--- config.mk ---
export PLATFORM = sky130hd
export DESIGN_NAME = uart_rx_fifo_slave
export DESIGN_NICKNAME = d
export VERILOG_FILES = /design/src/rtl/uart_rx_pkg.sv /design/src/rtl/uart_rx_fifo_slave_core.sv /design/src/rtl/uart_rx_fifo_slave.sv
export SDC_FILE = /design/constraint.sdc
export NUM_CORES = 1
export LEC_CHECK = 0
export CAP_MARGIN = 20
export CORE_ASPECT_RATIO = 0.75
export CORE_MARGIN = 5
export CORE_UTILIZATION = 40
export CTS_CLUSTER_SIZE = 24
export DETAILED_ROUTE_END_ITERATION = 10
export PLACE_DENSITY = 0.61
export SLEW_MARGIN = 20
export SYNTH_ARGS = -nofsm -noshare
export SYNTH_HDL_FRONTEND = slang
export SYNTH_SLANG_ARGS = --single-unit
--- constraint.sdc ---
create_clock -name sysclk -period 10.93 [get_ports sysclk]
set_input_delay 1.093 -clock sysclk [delete_from_list [all_inputs] [get_ports sysclk]]
set_output_delay 1.093 -clock sysclk [all_outputs]
set_load 0.05 [all_outputs]
--- src/rtl/uart_rx_pkg.sv ---
// ---------------------------------------------------------------------------
// uart_rx_pkg
// Shared constants for the UART receive FIFO responder: register offsets,
// STATUS/CTRL bit positions, receiver state encoding and oversampling
// constants. No ports.
// ---------------------------------------------------------------------------
package uart_rx_pkg;

    // Register offsets from the block base address
    localparam logic [31:0] RXDATA_OFS = 32'h0;
    localparam logic [31:0] STATUS_OFS = 32'h4;
    localparam logic [31:0] CTRL_OFS   = 32'h8;

    // STATUS bit positions
    localparam int unsigned ST_NONEMPTY_BIT  = 0;
    localparam int unsigned ST_FULL_BIT      = 1;
    localparam int unsigned ST_FRAME_ERR_BIT = 2;
    localparam int unsigned ST_OVERRUN_BIT   = 3;
    localparam int unsigned ST_COUNT_LSB     = 4;
    localparam int unsigned ST_COUNT_MSB     = 8;

    // CTRL bit positions (bits 2 and 3 are write-only strobes)
    localparam int unsigned CTRL_RX_EN_BIT   = 0;
    localparam int unsigned CTRL_IRQ_EN_BIT  = 1;
    localparam int unsigned CTRL_CLR_ERR_BIT = 2;
    localparam int unsigned CTRL_FLUSH_BIT   = 3;

    // Oversampling: ticks per bit, and tick at which the start bit is checked
    localparam int unsigned OVERSAMPLE = 16;
    localparam int unsigned MID_SAMPLE = 8;

    typedef enum logic [1:0] {
        RX_IDLE  = 2'd0,
        RX_START = 2'd1,
        RX_DATA  = 2'd2,
        RX_STOP  = 2'd3
    } rx_state_e;

endpackage

--- src/rtl/uart_rx_fifo_slave_core.sv ---
// ---------------------------------------------------------------------------
// uart_rx_core
// 8N1 serial receiver with 16x oversampling.
// Ports:
//   sysclk        system clock
//   reset         asynchronous, active-low reset
//   rx_en_i       receiver enable; clearing it aborts any frame in progress
//   rx_i          asynchronous serial input, idle high
//   byte_valid_o  one-cycle pulse: byte_o holds a correctly framed byte
//   byte_o        last received byte
//   frame_err_o   one-cycle pulse: stop bit sampled low, byte discarded
// ---------------------------------------------------------------------------
module uart_rx_core
    import uart_rx_pkg::*;
#(
    parameter int unsigned BAUD_DIV = 65
) (
    input  logic       sysclk,
    input  logic       reset,
    input  logic       rx_en_i,
    input  logic       rx_i,
    output logic       byte_valid_o,
    output logic [7:0] byte_o,
    output logic       frame_err_o
);

    localparam int unsigned DW = (BAUD_DIV > 1) ? $clog2(BAUD_DIV) : 1;

    logic [1:0]    sync_q;
    logic          line_prev_q;
    logic [DW-1:0] div_q;
    logic [3:0]    os_q;
    logic [2:0]    bit_idx_q;
    logic [7:0]    shift_q;
    logic [7:0]    byte_q;
    logic          byte_valid_q;
    logic          frame_err_q;
    rx_state_e     state_q;

    logic line_w;
    logic fall_w;
    logic tick_w;

    assign line_w = sync_q[1];
    assign fall_w = line_prev_q & ~line_w;
    // Tick generator only runs while a frame is in progress
    assign tick_w = (state_q != RX_IDLE) && (div_q == DW'(BAUD_DIV - 1));

    assign byte_valid_o = byte_valid_q;
    assign byte_o       = byte_q;
    assign frame_err_o  = frame_err_q;

    // Two-flop synchronizer plus edge-detect history, reset to idle level
    always_ff @(posedge sysclk or negedge reset) begin
        if (!reset) begin
            sync_q      <= 2'b11;
            line_prev_q <= 1'b1;
        end else begin
            sync_q      <= {sync_q[0], rx_i};
            line_prev_q <= line_w;
        end
    end

    always_ff @(posedge sysclk or negedge reset) begin
        if (!reset) begin
            state_q      <= RX_IDLE;
            div_q        <= '0;
            os_q         <= '0;
            bit_idx_q    <= '0;
            shift_q      <= '0;
            byte_q       <= '0;
            byte_valid_q <= 1'b0;
            frame_err_q  <= 1'b0;
        end else begin
            byte_valid_q <= 1'b0;
            frame_err_q  <= 1'b0;

            // Held at 0 in IDLE, so it is freshly reloaded on start detect
            if (state_q == RX_IDLE || tick_w) begin
                div_q <= '0;
            end else begin
                div_q <= div_q + DW'(1);
            end

            if (!rx_en_i) begin
                state_q <= RX_IDLE;
                os_q    <= '0;
            end else begin
                case (state_q)
                    RX_IDLE: begin
                        os_q <= '0;
                        if (fall_w) begin
                            state_q <= RX_START;
                        end
                    end
                    RX_START: begin
                        if (tick_w) begin
                            if (os_q == 4'(MID_SAMPLE - 1)) begin
                                os_q <= '0;
                                if (!line_w) begin
                                    state_q   <= RX_DATA;
                                    bit_idx_q <= '0;
                                end else begin
                                    state_q <= RX_IDLE;
                                end
                            end else begin
                                os_q <= os_q + 4'd1;
                            end
                        end
                    end
                    RX_DATA: begin
                        if (tick_w) begin
                            if (os_q == 4'(OVERSAMPLE - 1)) begin
                                os_q    <= '0;
                                shift_q <= {line_w, shift_q[7:1]};
                                if (bit_idx_q == 3'd7) begin
                                    state_q <= RX_STOP;
                                end else begin
                                    bit_idx_q <= bit_idx_q + 3'd1;
                                end
                            end else begin
                                os_q <= os_q + 4'd1;
                            end
                        end
                    end
                    RX_STOP: begin
                        if (tick_w) begin
                            if (os_q == 4'(OVERSAMPLE - 1)) begin
                                os_q    <= '0;
                                state_q <= RX_IDLE;
                                if (line_w) begin
                                    byte_valid_q <= 1'b1;
                                    byte_q       <= shift_q;
                                end else begin
                                    frame_err_q <= 1'b1;
                                end
                            end else begin
                                os_q <= os_q + 4'd1;
                            end
                        end
                    end
                    default: state_q <= RX_IDLE;
                endcase
            end
        end
    end

endmodule

--- src/rtl/uart_rx_fifo_slave.sv ---
// ---------------------------------------------------------------------------
// uart_rx_fifo_slave
// Memory-mapped UART receiver with byte FIFO on the CPU data bus.
// Ports:
//   sysclk  system clock
//   reset   asynchronous, active-low reset
//   rd      bus read strobe (one cycle per load)
//   wr      bus write strobe (one cycle per store)
//   addr    bus byte address
//   wdata   bus write data
//   rdata   combinational read data; 0 unless rd=1 and addr in window
//   rx_in   asynchronous serial line, idle high
//   irqout  registered level interrupt
// Registers: +0 RXDATA (read pops), +4 STATUS, +8 CTRL.
// ---------------------------------------------------------------------------
module uart_rx_fifo_slave
    import uart_rx_pkg::*;
#(
    parameter logic [31:0] BASE_ADDR  = 32'h40000030,
    parameter int unsigned BAUD_DIV   = 65,
    parameter int unsigned FIFO_DEPTH = 8
) (
    input  logic        sysclk,
    input  logic        reset,
    input  logic        rd,
    input  logic        wr,
    input  logic [31:0] addr,
    input  logic [31:0] wdata,
    output logic [31:0] rdata,
    input  logic        rx_in,
    output logic        irqout
);

    localparam int unsigned AW = $clog2(FIFO_DEPTH);

    logic          rx_en_q;
    logic          irq_en_q;
    logic          frame_err_q;
    logic          overrun_q;
    logic          irq_q;
    logic [AW:0]   wptr_q;
    logic [AW:0]   rptr_q;
    logic [7:0]    mem_q [FIFO_DEPTH];

    logic          rx_valid_w;
    logic [7:0]    rx_byte_w;
    logic          rx_ferr_w;
    logic [AW:0]   count_w;
    logic          nonempty_w;
    logic          full_w;
    logic          sel_data_w;
    logic          sel_status_w;
    logic          sel_ctrl_w;
    logic          pop_w;
    logic          push_ok_w;
    logic          ctrl_wr_w;
    logic          flush_w;
    logic          clr_w;
    logic [31:0]   status_w;
    logic          unused_w;

    uart_rx_core #(
        .BAUD_DIV (BAUD_DIV)
    ) u_core (
        .sysclk       (sysclk),
        .reset        (reset),
        .rx_en_i      (rx_en_q),
        .rx_i         (rx_in),
        .byte_valid_o (rx_valid_w),
        .byte_o       (rx_byte_w),
        .frame_err_o  (rx_ferr_w)
    );

    assign unused_w = ^wdata[31:4];

    assign count_w    = wptr_q - rptr_q;
    assign nonempty_w = (count_w != '0);
    assign full_w     = (count_w == (AW + 1)'(FIFO_DEPTH));

    assign sel_data_w   = (addr == BASE_ADDR + RXDATA_OFS);
    assign sel_status_w = (addr == BASE_ADDR + STATUS_OFS);
    assign sel_ctrl_w   = (addr == BASE_ADDR + CTRL_OFS);

    assign pop_w     = rd & sel_data_w & nonempty_w;
    assign ctrl_wr_w = wr & sel_ctrl_w;
    assign flush_w   = ctrl_wr_w & wdata[CTRL_FLUSH_BIT];
    assign clr_w     = ctrl_wr_w & wdata[CTRL_CLR_ERR_BIT];
    // A push into a full FIFO is still accepted when a pop frees a slot
    assign push_ok_w = rx_valid_w & (~full_w | pop_w);

    always_comb begin
        status_w = '0;
        status_w[ST_NONEMPTY_BIT]             = nonempty_w;
        status_w[ST_FULL_BIT]                 = full_w;
        status_w[ST_FRAME_ERR_BIT]            = frame_err_q;
        status_w[ST_OVERRUN_BIT]              = overrun_q;
        status_w[ST_COUNT_MSB:ST_COUNT_LSB]   = 5'(count_w);
    end

    always_comb begin
        rdata = '0;
        if (rd) begin
            if (sel_data_w) begin
                rdata[7:0] = nonempty_w ? mem_q[rptr_q[AW-1:0]] : 8'h00;
            end else if (sel_status_w) begin
                rdata = status_w;
            end else if (sel_ctrl_w) begin
                rdata[CTRL_RX_EN_BIT]  = rx_en_q;
                rdata[CTRL_IRQ_EN_BIT] = irq_en_q;
            end
        end
    end

    assign irqout = irq_q;

    always_ff @(posedge sysclk) begin
        if (push_ok_w && !flush_w) begin
            mem_q[wptr_q[AW-1:0]] <= rx_byte_w;
        end
    end

    always_ff @(posedge sysclk or negedge reset) begin
        if (!reset) begin
            wptr_q      <= '0;
            rptr_q      <= '0;
            rx_en_q     <= 1'b1;
            irq_en_q    <= 1'b0;
            frame_err_q <= 1'b0;
            overrun_q   <= 1'b0;
            irq_q       <= 1'b0;
        end else begin
            if (flush_w) begin
                wptr_q <= '0;
                rptr_q <= '0;
            end else begin
                if (push_ok_w) begin
                    wptr_q <= wptr_q + (AW + 1)'(1);
                end
                if (pop_w) begin
                    rptr_q <= rptr_q + (AW + 1)'(1);
                end
            end

            // New error events take priority over a clear strobe
            if (rx_ferr_w) begin
                frame_err_q <= 1'b1;
            end else if (clr_w) begin
                frame_err_q <= 1'b0;
            end

            if (rx_valid_w && full_w && !pop_w && !flush_w) begin
                overrun_q <= 1'b1;
            end else if (clr_w) begin
                overrun_q <= 1'b0;
            end

            if (ctrl_wr_w) begin
                rx_en_q  <= wdata[CTRL_RX_EN_BIT];
                irq_en_q <= wdata[CTRL_IRQ_EN_BIT];
            end

            irq_q <= irq_en_q & (nonempty_w | frame_err_q | overrun_q);
        end
    end

endmodule
# Yosys cells after proc, flatten, opt, wreduce, memory -nomap -nowiden
# Memory sizes are Yosys's and may differ from the RTL's.
# Index checks and enable logic that the tools add are counted.
[op_classes]
add_sub_neg = 6
bitwise_logic = 13
reduce_logical = 22
n_mux = 51
n_eq_ne = 26
[op_table]
columns = ["op", "count"]
rows = [
  ["== test 32 x 31 -> 1 bit (second input constant)", 3],
  ["2-to-1 mux 4 bit", 9],
  ["2-to-1 mux 32 bit", 1],
  ["!= test 3 x 2 -> 1 bit (second input constant)", 9],
  ["2-to-1 mux 2 bit", 12],
  ["2-to-1 mux 24 bit", 1],
  ["2-to-1 mux 3 bit", 6],
  ["2-to-1 mux 8 bit", 2],
  ["AND reduction 8 bit", 2],
  ["2-to-1 mux 1 bit", 15],
  ["adder 4 x 1 -> 4 bit (second input constant)", 3],
  ["case mux 4 bit (3 select lines)", 1],
  ["nonzero test 2 bit", 6],
  ["AND 1 bit", 8],
  ["== test 4 bit (second input constant)", 2],
  ["!= test 2 x 1 -> 1 bit (second input constant)", 4],
  ["case mux 2 bit (4 select lines)", 1],
  ["adder 7 x 1 -> 7 bit (second input constant)", 1],
  ["== test 7 bit (second input constant)", 1],
  ["2-to-1 mux 7 bit", 1],
  ["2-to-1 mux 6 bit", 1],
  ["case mux 3 bit (2 select lines)", 1],
  ["logical AND 1 bit", 5],
  ["AND reduction 5 bit", 1],
  ["other kinds (16)", 22],
]
[totals]
out_inout_bits = 33
n_memories = 1
ram_bits = 64
inputBits = 69
ff_bits = 50
word_cells = 136
[memory_table]
columns = ["memory", "words", "word_bits", "rd", "rd_clocked_by_memory_dff", "wr", "line", "text"]
rows = [
  ["mem_q", 8, 8, 1, 0, 1, "uart_rx_fifo_slave.sv:43", "logic [7:0] mem_q [FIFO_DEPTH];"],
]

# Logic depth before layout (Yosys ltp)
# Gate-level depths: netlist of run 1.
[logic_depth]
ltp_word = 8
mapped_depth = 10
depth_no_buf = 9

# By module
# Synthesis of run 1 repeated with hierarchy kept, for this count alone.
[unflattened]
cells_unflattened = 407
area_unflattened_um2 = 5470.2
[modules_own_cells]
columns = ["mod", "n_inst", "cells_per_inst", "seq_area_each_um2", "area_per_inst_um2"]
rows = [
  ["uart_rx_fifo_slave", 1, 274, 2248.4, 3809.9],
  ["uart_rx_core", 1, 133, 929.6, 1660.3],
]

# Worst setup path before layout of run 1
# Ideal clock, no wire load.
[synth_path]
kind = "reg2out"
startpoint = "register rptr_q[1]"
endpoint = "output port rdata[1]"
path_buffers = 2
required_ps = 9837
path_stages_with_launch = 9
t_arrival_ps = 4565
setup_slack_ps = 5272
cell_sequence = "dfrtp_1 clkbuf_1 clkbuf_1 inv_1 ha_1 and3b_1 o21ai_0 nand3_1 a2111oi_0"
[synth_between]
elab_chain_len = 5
word_cells_on_any_way = 8
classes_between = "add/sub: 1; eq/ne: 1; mux: 4; reduce/logical: 1; memory: 1"
[synth_lines]
columns = ["element", "line", "text"]
rows = [
  ["start, declared", "uart_rx_fifo_slave.sv:42", "logic [AW:0] rptr_q;"],
  ["start signal, assigned", "uart_rx_fifo_slave.sv:140", "rptr_q <= rptr_q + (AW + 1)'(1);"],
  ["subtractor 4 bit", "uart_rx_fifo_slave.sv:76", "assign count_w = wptr_q - rptr_q;"],
  ["== test 4 bit or nonzero test 4 bit (tied branches)", "uart_rx_fifo_slave.sv:78, uart_rx_fifo_slave.sv:77", ""],
  ["2-to-1 mux 2 bit or 2-to-1 mux 8 bit (tied branches)", "uart_rx_fifo_slave.sv:105, uart_rx_fifo_slave.sv:104", ""],
  ["2-to-1 mux 8 bit (*)", "uart_rx_fifo_slave.sv:103", "if (sel_data_w) begin"],
  ["2-to-1 mux 32 bit (*)", "uart_rx_fifo_slave.sv:102", "if (rd) begin"],
  ["end, declared", "uart_rx_fifo_slave.sv:29", "output logic [31:0] rdata,"],
]
# Mark *: on every way between the ends. The rest lies on a longest branch, timed or not.

# Final worst setup path of run 1
# Ends and elaborated chain as after synthesis.

==> key figures, run 1 <==
Finish
  • Share of layout cells above drive strength 1: 0.162
  • Final core utilization: 0.492
  • Multi-input gate area: 2180 um^2
  • Filler instances: 1182
  • P&R area growth vs syn: 21.1%
  • FF/Latch Area: 3180 um^2
  • Layout Nets: 584
  • Non-Filler Instances: 687
  • Antenna Cells: 0

Yosys
  • Netlist cell types: 60
  • Synth Area per Inst: 12.7 um^2
  • EDFF count, synth: 64
  • Top cell type's share of synthesized area: 0.347
  • Post-synth top flop: edfxtp_1
  • Yosys reg bits: 114
  • Share of async-settable or async-resettable flops after synthesis: 0.439
  • Top post-synthesis cells by area: edfxtp_1, dfrtp_1, mux4_2, mux2_2, nand2_1
  • Sequential element share of the synthesized area: 0.573
  • Synth area leader: edfxtp_1
  • Count leader, synth: edfxtp_1
  • Commonest cells post-synth: edfxtp_1, nand2_1, dfrtp_1
  • Yosys warns: 0
  • Synthesized area: 5550 um^2
  • Mapped Cells: 437

STA
  • Tcrit/Tclk final: 0.494
  • Final Hold Fails: 0
  • Skew final: 0.00601 ns
  • Clock period minus worst slack: 5.40 ns
  • Finish-stage setup viols: 0
  • Max Fclk: 185 MHz
  • Setup TNS: 0 ns
  • Worst slew pin tran: 0.899 ns
  • RSZ-0062 raised after global routing: false
  • Fin worst setup slack: 5.53 ns
  • Max-slew violations: 0
  • Slew headroom: 0.401

Floorplanning
  • Die X: 146 um
  • Area of the core: 13700 um^2
  • Row count: 37
  • Starting Density: 0.406
  • Die Ht: 112 um
  • Num ports: 102
  • Die ar.: 16300 um^2

Drt
  • Routed wire length: 11700 um
  • Via Count: 3639
  • Via density: 5.30
  • WL per Instance: 17.0 um
  • Initial DRC count: 292
  • First-pass DRT Iterations: 5
  • Drt drc: 0
  • ANT nets after route: 0

Power and ir drop
  • Switching Share: 0.205
  • Sequential share of power: 0.444
  • Clock power frac: 0.515
  • Final Total Pwr: 0.00102 W
  • Logic gate share of total power: 0.041
  • VDD IR-drop max: 0.000101 V
  • Sw power: 0.000209 W
  • Pint: 0.000812 W
  • Leak pwr: 2.74 nW
  • Cell area power density: 152 nW/um^2

GRT
  • First-pass GRT wire length: 18700 um
  • GR Overflow Total: 0
  • Total track usage: 0.145
  • Initial antenna violation count: 0
  • Largest net degree at the start of global routing: 51
  • Vias in the first global route: 3549

Flow run
  • Max cap viols: 0

CTS
  • H-tree levels: 4
  • Clk_lat worst skew: 0.40 ns
  • Clock Path Buffers: 2
  • Clock Sink Count: 114
  • Clk root buf: clkbuf_16
  • Buffer count from post-CTS setup fixing: 0
  • Clk pin slew, worst setup/hold paths: 0.05 ns
  • CTS tree: built
  • Total CTS buffers: 17
  • Hold_buf cts: 0
  • CTS resizes: 0

Critical path
  • Reg-to-reg slack, setup: 7.40 ns
  • Crit. End Element: output pin
  • Crit path DAT: 4.30 ns
  • Startpoint Class: flop
  • Max Fanout on Critical Path: 20
  • Critical setup path kind: reg2out
  • Worst endpoint required time: 9.84 ns

Placed design
  • Final HPWL DP: 8050 um
  • Placed cell count: 655
  • Placer Congestion: 0.813
  • PortBufs: 49
  • DP Worst Slack: 5.59 ns

Hold path
  • Hold/Removal Path Class: reg2reg

Outcome
  • Status: completed
==> worst max-delay path, cell delays in order, from the launching register on <==
cell,delay [ns]
dfrtp_1,0.92
inv_1,0.19
ha_1,0.32
and3b_1,0.19
o21ai_0,0.44
a21o_1,0.42
a21oi_1,0.11
a2111oi_0,0.38
clkdlybuf4s50_1,0.90
==> routing by layer <==
layer,GRT usage,part of all wire,up-vias
li1,-,-,1707
met3,0.0443,0.069,16
met4,0.0493,0.010,0
met5,0,0,-
met2,0.215,0.44,119
met1,0.202,0.48,1797
==> final cells by class <==
cell class | instances | area share
clock buffer | 25 | 0.0708
inverter | 14 | 0.00783
timing repair buffer | 55 | 0.0790
tap | 175 | 0.0326
sequential | 114 | 0.473
multi-input combinational | 297 | 0.324
clock inverter | 7 | 0.0125
==> registers in the layout (all words and copies together) (netlist names), 3 cells and up <==
signal,flops
u_core.div_q,7
mem_q,64
rptr_q,4
u_core.byte_o,8
u_core.bit_idx_q,3
wptr_q,4
u_core.os_q,4
u_core.shift_q,8
==> path summary, 6_finish.rpt <==
check	to	cells after the start	start
setup / recovery	rdata[1]	8	rptr_q[1]$_DFFE_PN0P_
min in group asynchronous	rptr_q[2]$_DFFE_PN0P_	2	reset
setup reg to reg	mem_q[3][4]$_DFFE_PP_	7	rptr_q[1]$_DFFE_PN0P_
max in group asynchronous	u_core.byte_o[2]$_DFFE_PN0P_	2	reset
hold reg to reg	u_core.sync_q[1]$_DFF_PN1_	0	u_core.sync_q[0]$_DFF_PN1_
hold / removal	u_core.sync_q[1]$_DFF_PN1_	0	u_core.sync_q[0]$_DFF_PN1_
==> stage by stage <==
step	area (um^2)	hold slack [ns]
after floorplan	5630	0.345
after global placement	6160	0.346
after detailed placement	6160	0.349
after global routing	6720	0.363
after CTS	6720	0.356
final	6720	0.355
==> cells by family (layout without fill, tap and decap cells) <==
family,Yosys count,after routing,share of synthesized area
XOR/XNOR,7,7,0.0111
AND/OR/NAND/NOR,153,153,0.151
AO/OA/AOI/OAI,56,56,0.0621
buffers and inverters,49,101,0.0501
multiplexers,41,41,0.114
adder cells (fa/ha/maj),16,16,0.0375
other,1,24,0.000676
flip-flops,114,114,0.573
==> power by group through the flow <==
stage	registers (W)	logic, W	clock network [W]
after CTS	0.000453	0.0000421	0.000532
after detailed placement	0.000461	0.0000418	0
final	0.000453	0.0000421	0.000525
after global routing	0.000453	0.0000447	0.000555
after global placement	0.000461	0.0000415	0
after floorplan	0.000461	0.0000276	0
==> placed cells by master (no fill, tap or decap), drive strengths merged, types with 4 or more instances in the layout <==
master	count
dfrtp	46
nor4	13
conb	24
nor4b	5
mux4	16
dfstp	4
nor3	8
clkbuf	25
nor2	19
nand2b	8
nand3	10
clkinv	5
o21ai	11
nand2	55
inv	14
and4	4
nor2b	4
edfxtp	64
nand4	8
mux2	19
xnor2	5
ha	15
buf	7
clkdlybuf4s50	48
a21oi	23
mux2i	6
and3	6
(Power assumes the default switching activity.)
==> run 2: changes to the inputs <==
--- a/config.mk
+++ b/config.mk
@@ -11,7 +11,7 @@
 export CORE_UTILIZATION = 40
 export CTS_CLUSTER_SIZE = 24
 export DETAILED_ROUTE_END_ITERATION = 10
-export PLACE_DENSITY = 0.61
+export PLACE_DENSITY = 0.63
 export SLEW_MARGIN = 20
 export SYNTH_ARGS = -nofsm -noshare
 export SYNTH_HDL_FRONTEND = slang
==> constraint.sdc (replaced) <==
create_clock -name sysclk -period 4.75 [get_ports sysclk]
set_input_delay 0.475 -clock sysclk [delete_from_list [all_inputs] [get_ports sysclk]]
set_output_delay 0.475 -clock sysclk [all_outputs]
set_load 0.05 [all_outputs]
==> run 2 against run 1 <==
Effect of this change:
- clock power increased by 140%
- first-iteration DRC count fell by 11%
- setup slack worse by 5.0 ns
- sequential share of layout area fell by 0.27 points
- cell count rose by 0.44%
- total power is 130% higher
- register-to-register slack worse by 5.7 ns
- die area unchanged
- combinational power increased by 130%
- global-route usage rose by 0.088 points
- utilization rose by 0.28 points
- sequential power up 130%
- highest routed layer unchanged
==> key figures, run 2 (same netlist as run 1, synthesis figures left out) <==
Critical path
  • Startpoint Class: flop
  • Worst endpoint required time: 4.28 ns (-5.56 ns)
  • CP most frequent cell: a21o_1
  • Crit. End Element: output pin
  • Critical Path Sink: rdata[1]
  • Max Fanout on Critical Path: 13 (-35%)
  • Crit path DAT: 3.77 ns (-0.53 ns)
  • Critical setup path kind: reg2out
  • Worst R2R End: mem_q[2][3]$_DFFE_PP_
  • Highest-delay cell along the critical path: clkdlybuf4s50_1
  • Worst r2r src: rptr_q[2]$_DFFE_PN0P_
  • Reg-to-reg slack, setup: 1.73 ns (-5.67 ns)
  • R2R cell count: 7 (unchanged)
  • CP cell instances: inv_1 -> ha_1 -> a21o_1 -> o21ai_0 -> a21o_1 -> a21oi_1 -> a2111oi_1 -> clkdlybuf4s50_1
  • Crit. Startpoint: rptr_q[2]$_DFFE_PN0P_
  • Critical path's largest stage delay: 0.89 ns (-0.03 ns)

STA
  • Clock period minus worst slack: 4.24 ns
  • Slew headroom: 0.489 (+0.0878)
  • Hold Slack: 0.171 ns (-0.183 ns)
  • Max Fclk: 236 MHz
  • Setup TNS: 0 ns (unchanged)
  • Final Hold Fails: 0 (unchanged)
  • Finish-stage setup viols: 0 (unchanged)
  • Worst slew pin tran: 0.764 ns (-0.135 ns)
  • RSZ-0062 raised after global routing: false
  • Max-slew violations: 0 (unchanged)
  • Tcrit/Tclk final: 0.893
  • Skew final: 0.00860 ns (+0.00260 ns)

Floorplanning
  • Area of the core: 13700 um^2 (unchanged)
  • Starting Density: 0.406 (unchanged)
  • Row count: 37 (unchanged)
  • Num ports: 102 (unchanged)
  • Die Ht: 112 um (unchanged)
  • Die X: 146 um (unchanged)
  • Die ar.: 16300 um^2 (unchanged)

GRT
  • GR Overflow Total: 0 (unchanged)
  • Total track usage: 0.146 (+0.000877)
  • Initial antenna violation count: 0 (unchanged)
  • Largest net degree at the start of global routing: 51 (unchanged)
  • First-pass GRT wire length: 18500 um (-0.88%)
  • Vias in the first global route: 3571 (+0.62%)

Finish
  • Most frequent cells in the layout: edfxtp_1, nand2_1, clkdlybuf4s50_1
  • FF/Latch Area: 3180 um^2 (unchanged)
  • Non-Filler Instances: 690 (+0.44%)
  • Multi-input gate area: 2180 um^2 (about the same)
  • Layout Nets: 587 (+0.51%)
  • Antenna Cells: 0 (unchanged)
  • P&R area growth vs syn: 21.8%
  • Share of layout cells above drive strength 1: 0.169 (+0.00682)
  • Commonest non-fill, non-tap cell in the layout: edfxtp_1
  • Filler instances: 1165 (-1.4%)
  • Max reg flops: 64 (unchanged)

CTS
  • Clk_lat worst skew: 0.41 ns (about the same)
  • Clock Sink Count: 114 (unchanged)
  • Clk pin slew, worst setup/hold paths: 0.05 ns (about the same)
  • Buffer count from post-CTS setup fixing: 0 (unchanged)
  • Clk root buf: clkbuf_16
  • H-tree levels: 4 (unchanged)
  • Clock Path Buffers: 2 (unchanged)
  • Hold_buf cts: 0 (unchanged)
  • Total CTS buffers: 17 (unchanged)
  • CTS resizes: 0 (unchanged)
  • CTS tree: built

Drt
  • Initial DRC count: 261 (-11%)
  • ANT nets after route: 0 (unchanged)
  • Routed wire length: 11600 um (-0.22%)
  • Drt drc: 0 (unchanged)
  • Via Count: 3605 (-0.93%)
  • Via density: 5.22 (-1.4%)
  • WL per Instance: 16.9 um (-0.66%)
  • First-pass DRT Iterations: 4 (-1)

Power and ir drop
  • Final Total Pwr: 0.00238 W (+130%)
  • Cell area power density: 352 nW/um^2 (+130%)
  • Leak pwr: 2.76 nW (+0.71%)
  • VDD IR-drop max: 0.000282 V (+180%)

Placed design
  • Final HPWL DP: 8200 um (+1.8%)
  • PortBufs: 49 (unchanged)
  • Placed cell count: 658 (+0.46%)
  • Placer Congestion: 0.899 (+11%)

Outcome
  • Status: completed

Hold path
  • Hold/Removal Path Class: in2async

Flow run
  • Max cap viols: 0 (unchanged)
## run 2: cell count changes in the layout (fill, tap and decap cells not counted)
cell | before | now
clkinvlp_4 | 0 | 1
clkinv_1 | 1 | 4
bufinv_16 | 2 | 3
a2111oi_1 | 0 | 1
inv_6 | 0 | 1
a2111oi_0 | 1 | 0
buf_4 | 6 | 9
clkbuf_8 | 2 | 0
clkbuf_1 | 6 | 2
## run 2: worst min-delay path by stage
stage                               startpoint                            end  slack (ns)
finish                                   reset  u_core.state_q[0]$_DFFE_PN0P_        0.17
global route                             reset      u_core.div_q[6]$_DFF_PN0_        0.24
CTS                                      reset      u_core.div_q[1]$_DFF_PN0_        0.19
detailed placement  u_core.sync_q[0]$_DFF_PN1_     u_core.sync_q[1]$_DFF_PN1_        0.35
global placement    u_core.sync_q[0]$_DFF_PN1_     u_core.sync_q[1]$_DFF_PN1_        0.35
floorplan                                reset        frame_err_q$_DFFE_PN0P_        0.18
## run 2: final cells by class
type / instances / area share
flip-flops and latches: 114 / 0.471
clock inverters: 13 / 0.0209
inverters: 14 / 0.00778
multi-input cells: 297 / 0.322
clock buffers: 19 / 0.0641
repair buffers: 58 / 0.0819
well taps: 175 / 0.0324
## run 2: worst max-delay path: cells and delay by family (launching register included)
| family | cells | cell delay, ns |
|---|---|---|
| fa+ha+maj | 1 | 0.33 |
| compound gates | 5 | 1.49 |
| buf+inv | 2 | 1.16 |
| flops | 1 | 0.38 |
## run 2: stage by stage
| step | worst slack (ns) | util | instance area (um^2) |
|---|---|---|---|
| finish | 0.509 | 0.495 | 6750 |
| global route | 0.308 | 0.495 | 6750 |
| CTS | 0.564 | 0.495 | 6750 |
| detailed placement | 0.748 | 0.452 | 6180 |
| global placement | 0.828 | 0.452 | 6180 |
| floorplan | 0.367 | - | 5630 |
## run 2: metal layers
metal	vias up	global-route usage	routed length [um]
met5	-	0	0
met4	0	0.0576	101
met3	10	0.0431	766
met2	103	0.219	5380
met1	1766	0.199	5390
li1	1726	-	-
## run 2: where the power goes
part           switching, W  total [W]  internal (W)
registers        0.00000141    0.00104       0.00104
logic             0.0000635  0.0000967     0.0000332
clock network      0.000424    0.00124      0.000813
